<file path="src/rtl/router_pkt_param.sv">
// router_pkt_param
// Store-and-forward packet router. A byte-serial input stream
// (header, L payload bytes, parity byte) is steered into one of NUM_CH
// channel FIFOs. Payload is written speculatively and becomes visible to
// the reader only after the parity byte matches; failed, truncated or
// oversized packets are rolled back.
//
// Optional feature: define ROUTER_TIMEOUT_EN to build a per-channel read
// timeout that flushes committed data left unread for TIMEOUT_CYCLES.
//
// Ports:
//   clk          in   rising-edge clock
//   resetn       in   asynchronous active-low reset
//   packet_valid in   datain carries a byte
//   datain       in   header / payload / parity byte
//   read_enb     in   per-channel pop request
//   busy         out  input stall
//   err          out  one-cycle pulse when a packet is discarded
//   vldout       out  per-channel "committed data present"
//   data_out     out  show-ahead FIFO heads, channel c at [c*DATA_W +: DATA_W]
//   o_dbg_state  out  current FSM state (debug visibility)
//
// Handshake: a byte transfers on a rising edge where packet_valid = 1 and
// busy = 0. busy depends only on registered state, never on datain.
// A pop happens on a rising edge where read_enb[c] = 1 and vldout[c] = 1.
module router_pkt_param #(
    parameter int DATA_W         = 8,
    parameter int NUM_CH         = 3,
    parameter int FIFO_DEPTH     = 16,
    parameter int TIMEOUT_CYCLES = 30
) (
    input  logic                       clk,
    input  logic                       resetn,
    input  logic                       packet_valid,
    input  logic [DATA_W-1:0]          datain,
    input  logic [NUM_CH-1:0]          read_enb,
    output logic                       busy,
    output logic                       err,
    output logic [NUM_CH-1:0]          vldout,
    output logic [NUM_CH*DATA_W-1:0]   data_out,
    output logic [2:0]                 o_dbg_state
);

    localparam int AW  = $clog2(FIFO_DEPTH);
    localparam int PW  = AW + 1;
    localparam int LW  = DATA_W - 2;
    localparam int CHW = (NUM_CH > 1) ? $clog2(NUM_CH) : 1;

    typedef enum logic [2:0] {
        S_IDLE  = 3'd0,
        S_WAIT  = 3'd1,
        S_LOAD  = 3'd2,
        S_CHECK = 3'd3,
        S_DROP  = 3'd4
    } state_t;

    state_t            r_state;
    logic [CHW-1:0]    r_dest;
    logic [LW-1:0]     r_len;
    logic [LW-1:0]     r_cnt;
    logic [DATA_W-1:0] r_par;
    logic              r_par_ok;
    logic              r_err;
    logic [PW-1:0]     r_rd_ptr     [NUM_CH];
    logic [PW-1:0]     r_commit_ptr [NUM_CH];
    logic [PW-1:0]     r_spec_ptr   [NUM_CH];
    logic [DATA_W-1:0] r_mem        [NUM_CH][FIFO_DEPTH];

`ifdef ROUTER_TIMEOUT_EN
    localparam int TW = $clog2(TIMEOUT_CYCLES + 1);
    localparam logic [TW-1:0] TO_LAST = TW'(TIMEOUT_CYCLES - 1);
    logic [TW-1:0]     r_to_cnt     [NUM_CH];
`endif

    logic [NUM_CH-1:0] w_vld;
    logic [PW-1:0]     w_used [NUM_CH];
    logic [31:0]       w_free [NUM_CH];
    logic [1:0]        w_hdr_dest;
    logic [LW-1:0]     w_hdr_len;
    logic [31:0]       w_hdr_free;
    logic [31:0]       w_dest_free;
    logic              w_hdr_bad;
    logic              w_wr_en;

    assign w_hdr_dest = datain[1:0];
    assign w_hdr_len  = datain[DATA_W-1:2];

    always_comb begin
        for (int c = 0; c < NUM_CH; c++) begin
            // Pointers carry one extra wrap bit, so plain subtraction gives
            // the occupancy even across the wrap.
            w_used[c] = r_spec_ptr[c] - r_rd_ptr[c];
            w_free[c] = FIFO_DEPTH - 32'(w_used[c]);
            w_vld[c]  = (r_commit_ptr[c] != r_rd_ptr[c]);
        end
        // A destination outside NUM_CH is dropped anyway; its free value is
        // never used.
        w_hdr_free = 32'(FIFO_DEPTH);
        for (int c = 0; c < NUM_CH; c++) begin
            if (32'(w_hdr_dest) == 32'(c)) begin
                w_hdr_free = w_free[c];
            end
        end
    end

    assign w_dest_free = w_free[r_dest];
    assign w_hdr_bad   = (32'(w_hdr_dest) >= 32'(NUM_CH)) ||
                         (32'(w_hdr_len) > 32'(FIFO_DEPTH));
    assign w_wr_en     = (r_state == S_LOAD) && packet_valid && (r_cnt != r_len);

    // Payload storage; no reset needed because visibility is governed by
    // the pointers alone.
    always_ff @(posedge clk) begin
        if (w_wr_en) begin
            r_mem[r_dest][r_spec_ptr[r_dest][AW-1:0]] <= datain;
        end
    end

    always_ff @(posedge clk or negedge resetn) begin
        if (!resetn) begin
            r_state  <= S_IDLE;
            r_dest   <= '0;
            r_len    <= '0;
            r_cnt    <= '0;
            r_par    <= '0;
            r_par_ok <= 1'b0;
            r_err    <= 1'b0;
            for (int c = 0; c < NUM_CH; c++) begin
                r_rd_ptr[c]     <= '0;
                r_commit_ptr[c] <= '0;
                r_spec_ptr[c]   <= '0;
`ifdef ROUTER_TIMEOUT_EN
                r_to_cnt[c]     <= '0;
`endif
            end
        end else begin
            r_err <= 1'b0;

            // Read side: pops only touch rd_ptr, so they never collide with
            // the writer, which only touches spec_ptr / commit_ptr.
            for (int c = 0; c < NUM_CH; c++) begin
                if (read_enb[c] && w_vld[c]) begin
                    r_rd_ptr[c] <= r_rd_ptr[c] + 1'b1;
`ifdef ROUTER_TIMEOUT_EN
                    r_to_cnt[c] <= '0;
                end else if (!w_vld[c]) begin
                    r_to_cnt[c] <= '0;
                end else if (r_to_cnt[c] == TO_LAST) begin
                    // Flush committed data only; an in-flight packet lives
                    // beyond commit_ptr and is untouched.
                    r_rd_ptr[c] <= r_commit_ptr[c];
                    r_to_cnt[c] <= '0;
                end else begin
                    r_to_cnt[c] <= r_to_cnt[c] + 1'b1;
`endif
                end
            end

            case (r_state)
                S_IDLE: begin
                    if (packet_valid) begin
                        r_dest <= datain[CHW-1:0];
                        r_len  <= w_hdr_len;
                        r_cnt  <= '0;
                        r_par  <= datain;
                        if (w_hdr_bad) begin
                            r_state <= S_DROP;
                            r_err   <= 1'b1;
                        end else if (32'(w_hdr_len) > w_hdr_free) begin
                            r_state <= S_WAIT;
                        end else begin
                            r_state <= S_LOAD;
                        end
                    end
                end
                S_WAIT: begin
                    if (32'(r_len) <= w_dest_free) begin
                        r_state <= S_LOAD;
                    end
                end
                S_LOAD: begin
                    if (!packet_valid) begin
                        // Truncated packet: roll back the speculative bytes.
                        r_spec_ptr[r_dest] <= r_commit_ptr[r_dest];
                        r_err              <= 1'b1;
                        r_state            <= S_IDLE;
                    end else if (r_cnt != r_len) begin
                        r_spec_ptr[r_dest] <= r_spec_ptr[r_dest] + 1'b1;
                        r_par              <= r_par ^ datain;
                        r_cnt              <= r_cnt + 1'b1;
                    end else begin
                        r_par_ok <= (r_par == datain);
                        r_state  <= S_CHECK;
                    end
                end
                S_CHECK: begin
                    if (r_par_ok) begin
                        r_commit_ptr[r_dest] <= r_spec_ptr[r_dest];
                    end else begin
                        r_spec_ptr[r_dest] <= r_commit_ptr[r_dest];
                        r_err              <= 1'b1;
                    end
                    r_state <= S_IDLE;
                end
                S_DROP: begin
                    if (!packet_valid) begin
                        r_state <= S_IDLE;
                    end
                end
                default: r_state <= S_IDLE;
            endcase
        end
    end

    assign busy        = (r_state == S_WAIT) || (r_state == S_CHECK);
    assign err         = r_err;
    assign vldout      = w_vld;
    assign o_dbg_state = r_state;

    always_comb begin
        data_out = '0;
        for (int c = 0; c < NUM_CH; c++) begin
            if (w_vld[c]) begin
                data_out[c*DATA_W +: DATA_W] = r_mem[c][r_rd_ptr[c][AW-1:0]];
            end
        end
    end

endmodule

</file>
<file path="config.mk">
export PLATFORM = sky130hd
export DESIGN_NAME = router_pkt_param
export DESIGN_NICKNAME = d
export VERILOG_FILES = /design/src/rtl/router_pkt_param.sv
export SDC_FILE = /design/constraint.sdc
export NUM_CORES = 1
export LEC_CHECK = 0
export CORE_MARGIN = 3
export CORE_UTILIZATION = 60
export DETAILED_ROUTE_END_ITERATION = 10
export PLACE_DENSITY = 0.85
export SLEW_MARGIN = 20
export SYNTH_ARGS = -nofsm -noshare
export SYNTH_HDL_FRONTEND = slang
export SYNTH_SLANG_ARGS = --single-unit
</file>
<file path="constraint.sdc">
create_clock -name clk -period 9.9 [get_ports clk]
set_input_delay 0.99 -clock clk [delete_from_list [all_inputs] [get_ports clk]]
set_output_delay 0.99 -clock clk [all_outputs]
set_load 0.01 [all_outputs]
</file>
==> impl_results.md <==
* CP Capture Type: register
* Dpl ws at 5610 ps
* Initial antenna violation count at 0
* R2R Setup Slk at 5600 ps
* Hpwl dp at 26.7 mm
* TritonRoute pass-1 iters at 5
* Setup Skew at 17.5 ps
* Min-Delay Path Class: reg2reg
* Row cnt at 65
* WS Path Type: reg2reg
* Unique masters post-synth at 57
* Reg2reg end: o_dbg_state[0]$_DFFE_PN0P_
* Max clock buf depth at 3
* Worst Path Arrival at 4700 ps
* Hold Path Depth at 1
* Max-slew violations at 0
* Global-route wire length before repair at 67.7 mm
* Fin area at 22,000 sq um
* Via count at 10,840
* Commonest cells after routing, fill and taps aside: 384 x edfxtp_1, 120 x mux4_2, 106 x nor2_1
* H-tree depth at 2
* RSZ-0062 raised after global routing: false
* Die footprint at 35,100 sq um
* WL/cell at 26.0 microns
* DP Area at 20,600 sq um
* R2r startpoint: r_rd_ptr[5]$_DFFE_PN0P_
* Clock slew at reported path FFs at 60 ps
* Synth Flop Type: edfxtp_1
* Non-Filler Instances at 1,693
* Mapped Nets at 1,218
* Worst-Margin Slew at 1090 ps
* Final Hold Viols at 0
* Residual DRC count at 0
* Grt ovf at 0
* Vias per inst at 6.40
* Status: complete, no violations
* Worst EP required at 10,310 ps
* Post-synth EDFFs at 384
* Fin worst setup slack at 5600 ps
* Syn Area/Cell at 16.9 sq um
* Root Driver: clkbuf_16
* Slowest Stage Delay on Critical Path at 550 ps
* Routed Antenna Nets at 0
* Peak VDD IR at 184 uV
* CTS buffer count at 44
* WP buf/inv at 2
* Post-CTS resize count at 0
* Mapped Cells at 1,166
* Min-delay src: r_rd_ptr[4]$_DFFE_PN0P_
* Min cycle time layout at 4300 ps
* Die Ht at 187 microns
* Pleak at 7.51 nW
* GP Congestion at 0.893
* Core area at 32,000 sq um
* Die X at 187 microns
* Iteration-0 DRC Markers at 1,233
* PwrDens at 302 nW/um^2
* Cts hold-fix bufs at 0
* Worst skew pair latency at 560 ps
* ANT cells at 0
* Final setup viols at 0
* Endpoint, Worst Hold: r_rd_ptr[4]$_DFFE_PN0P_
* Async SR Flop Fraction at 15.8%
* GRT Util Overall at 25.5%
* Vias in the first global route at 10,867
* Total number of yosys warnings at 0
* Cell count after placement at 1,611
* Top Family by Delay on Critical Path: compound AO/OA/AOI/OAI gates
* Routed wire length at 44.0 mm
* Period utilisation layout at 43.4%
* Starting Density at 61.8%
* CTS tree: built
* Commonest non-fill, non-tap cell in the layout: edfxtp_1
* Synth Register Bits at 456
* Crit-path max FO at 37
* IO Pins at 46
* Sequential-to-total area share from yosys stat at 67.5%
* Clk sinks at 456
* Input/output buffers at 45
* R2R cell count at 16
* MaxCap Viol Count at 0
* Startpoint types: register
* CP max-delay cell: buf_4
* Max transition margin at 27.5%
* Maximum clock rate at 0.233 GHz
* Total Nets Final at 1,274
* Setup TNS at 0 ps
* CP cell instances: buf_4 > ha_1 > inv_1 > fa_1 > xor2_1 > nor3b_1 > xnor2_1 > mux2_2 > a22oi_1 > ha_1 > and3_1 > o21a_1 > a2111oi_0 > nor2_1 > o211ai_1 > o211ai_1
* # Post-CTS Setup Buffers at 0
* Syn Std Cell Area at 19,700 sq um
* P&R area growth vs syn at 11.3%
* Largest net degree at the start of global routing at 73
* Share of layout cells above drive strength 1 at 18.1%
flip-flops by register name, summed over array words and instances, names as in the netlist:
name          cells
err               1
o_dbg_state       3
r_cnt             6
r_commit_ptr     15
r_dest            2
r_len             6
r_mem           384
r_par             8
r_par_ok          1
r_rd_ptr         15
r_spec_ptr       15
kinds of logic after synthesis:
logic type	Yosys count	synth area share, %
muxes	148	15.2
xor gates and xnor gates	67	2.97
buffers and inverters	89	2.07
AOI/OAI and AO/OA	109	3.67
adders and majority gates	38	2.52
and+or+nand+nor	259	6.06
DFF	456	67.5
stage by stage:
step	util, %	total power [W]	hold WS [ps]
finish	68.8	0.00665	547
global route	68.8	0.00699	554
CTS	68.8	0.00666	540
detailed placement	64.3	0.00500	527
global placement	64.3	0.00494	512
floorplan	-	0.00422	474
final cells by class:
class                      instances  area (sq um)
fill                            2026          9970
sequential                       456         13300
inverter                          39           146
tap                              435           544
timing repair buffer              60           526
clock inverter                    22           218
multi-input combinational        621          6010
clock buffer                      60          1200
how the worst max path moves through the flow:
| stage | startpoint | endpoint | slack (ps) | cells after the start |
|---|---|---|---|---|
| 2_1_floorplan | r_rd_ptr[6]$_DFFE_PN0P_ | o_dbg_state[0]$_DFFE_PN0P_ | 6050 | 16 |
| 3_3_place_gp | r_rd_ptr[5]$_DFFE_PN0P_ | o_dbg_state[0]$_DFFE_PN0P_ | 5770 | 16 |
| 3_5_place_dp | r_rd_ptr[5]$_DFFE_PN0P_ | o_dbg_state[0]$_DFFE_PN0P_ | 5610 | 16 |
| 4_1_cts | r_rd_ptr[10]$_DFFE_PN0P_ | data_out[3] | 5560 | 5 |
| 5_1_grt | r_rd_ptr[5]$_DFFE_PN0P_ | o_dbg_state[0]$_DFFE_PN0P_ | 5250 | 16 |
| 6_report | r_rd_ptr[5]$_DFFE_PN0P_ | o_dbg_state[0]$_DFFE_PN0P_ | 5600 | 16 |
cell usage after synthesis, types with 7 or more instances:
library cell / count / area (sq um)
buf_4: 8 / 60.1
o211ai_1: 11 / 82.6
nor2b_1: 30 / 188
mux2i_1: 12 / 120
o311ai_0: 8 / 70.1
xor2_1: 23 / 201
nor3_1: 7 / 35.0
clkbuf_1: 26 / 97.6
nand4_1: 7 / 43.8
xnor2_1: 44 / 385
mux2_2: 16 / 180
o21ai_0: 17 / 85.1
nor2_1: 106 / 398
dfrtp_1: 72 / 1800
mux4_2: 120 / 2700
a21oi_1: 31 / 155
nand3_1: 23 / 115
edfxtp_1: 384 / 11500
inv_1: 35 / 131
ha_1: 35 / 438
nand2_1: 60 / 225
where the power goes:
part	switching, W	leakage, nW	total, W	internal [W]
clock	0.000700	0.685	0.00166	0.000959
sequential	0.000147	4.38	0.00233	0.00218
combinational	0.00136	2.45	0.00266	0.00130
per-layer routing:
| metal | part of all wire [%] | global-route usage [%] | vias to the layer above |
|---|---|---|---|
| met2 | 50 | 41.5 | 596 |
| met3 | 8.5 | 5.02 | 92 |
| met1 | 39 | 35.9 | 5500 |
| li1 | - | - | 4652 |
| met5 | 0 | 0 | - |
| met4 | 2.9 | 7.56 | 0 |
Power figures use the tool's default switching activity.
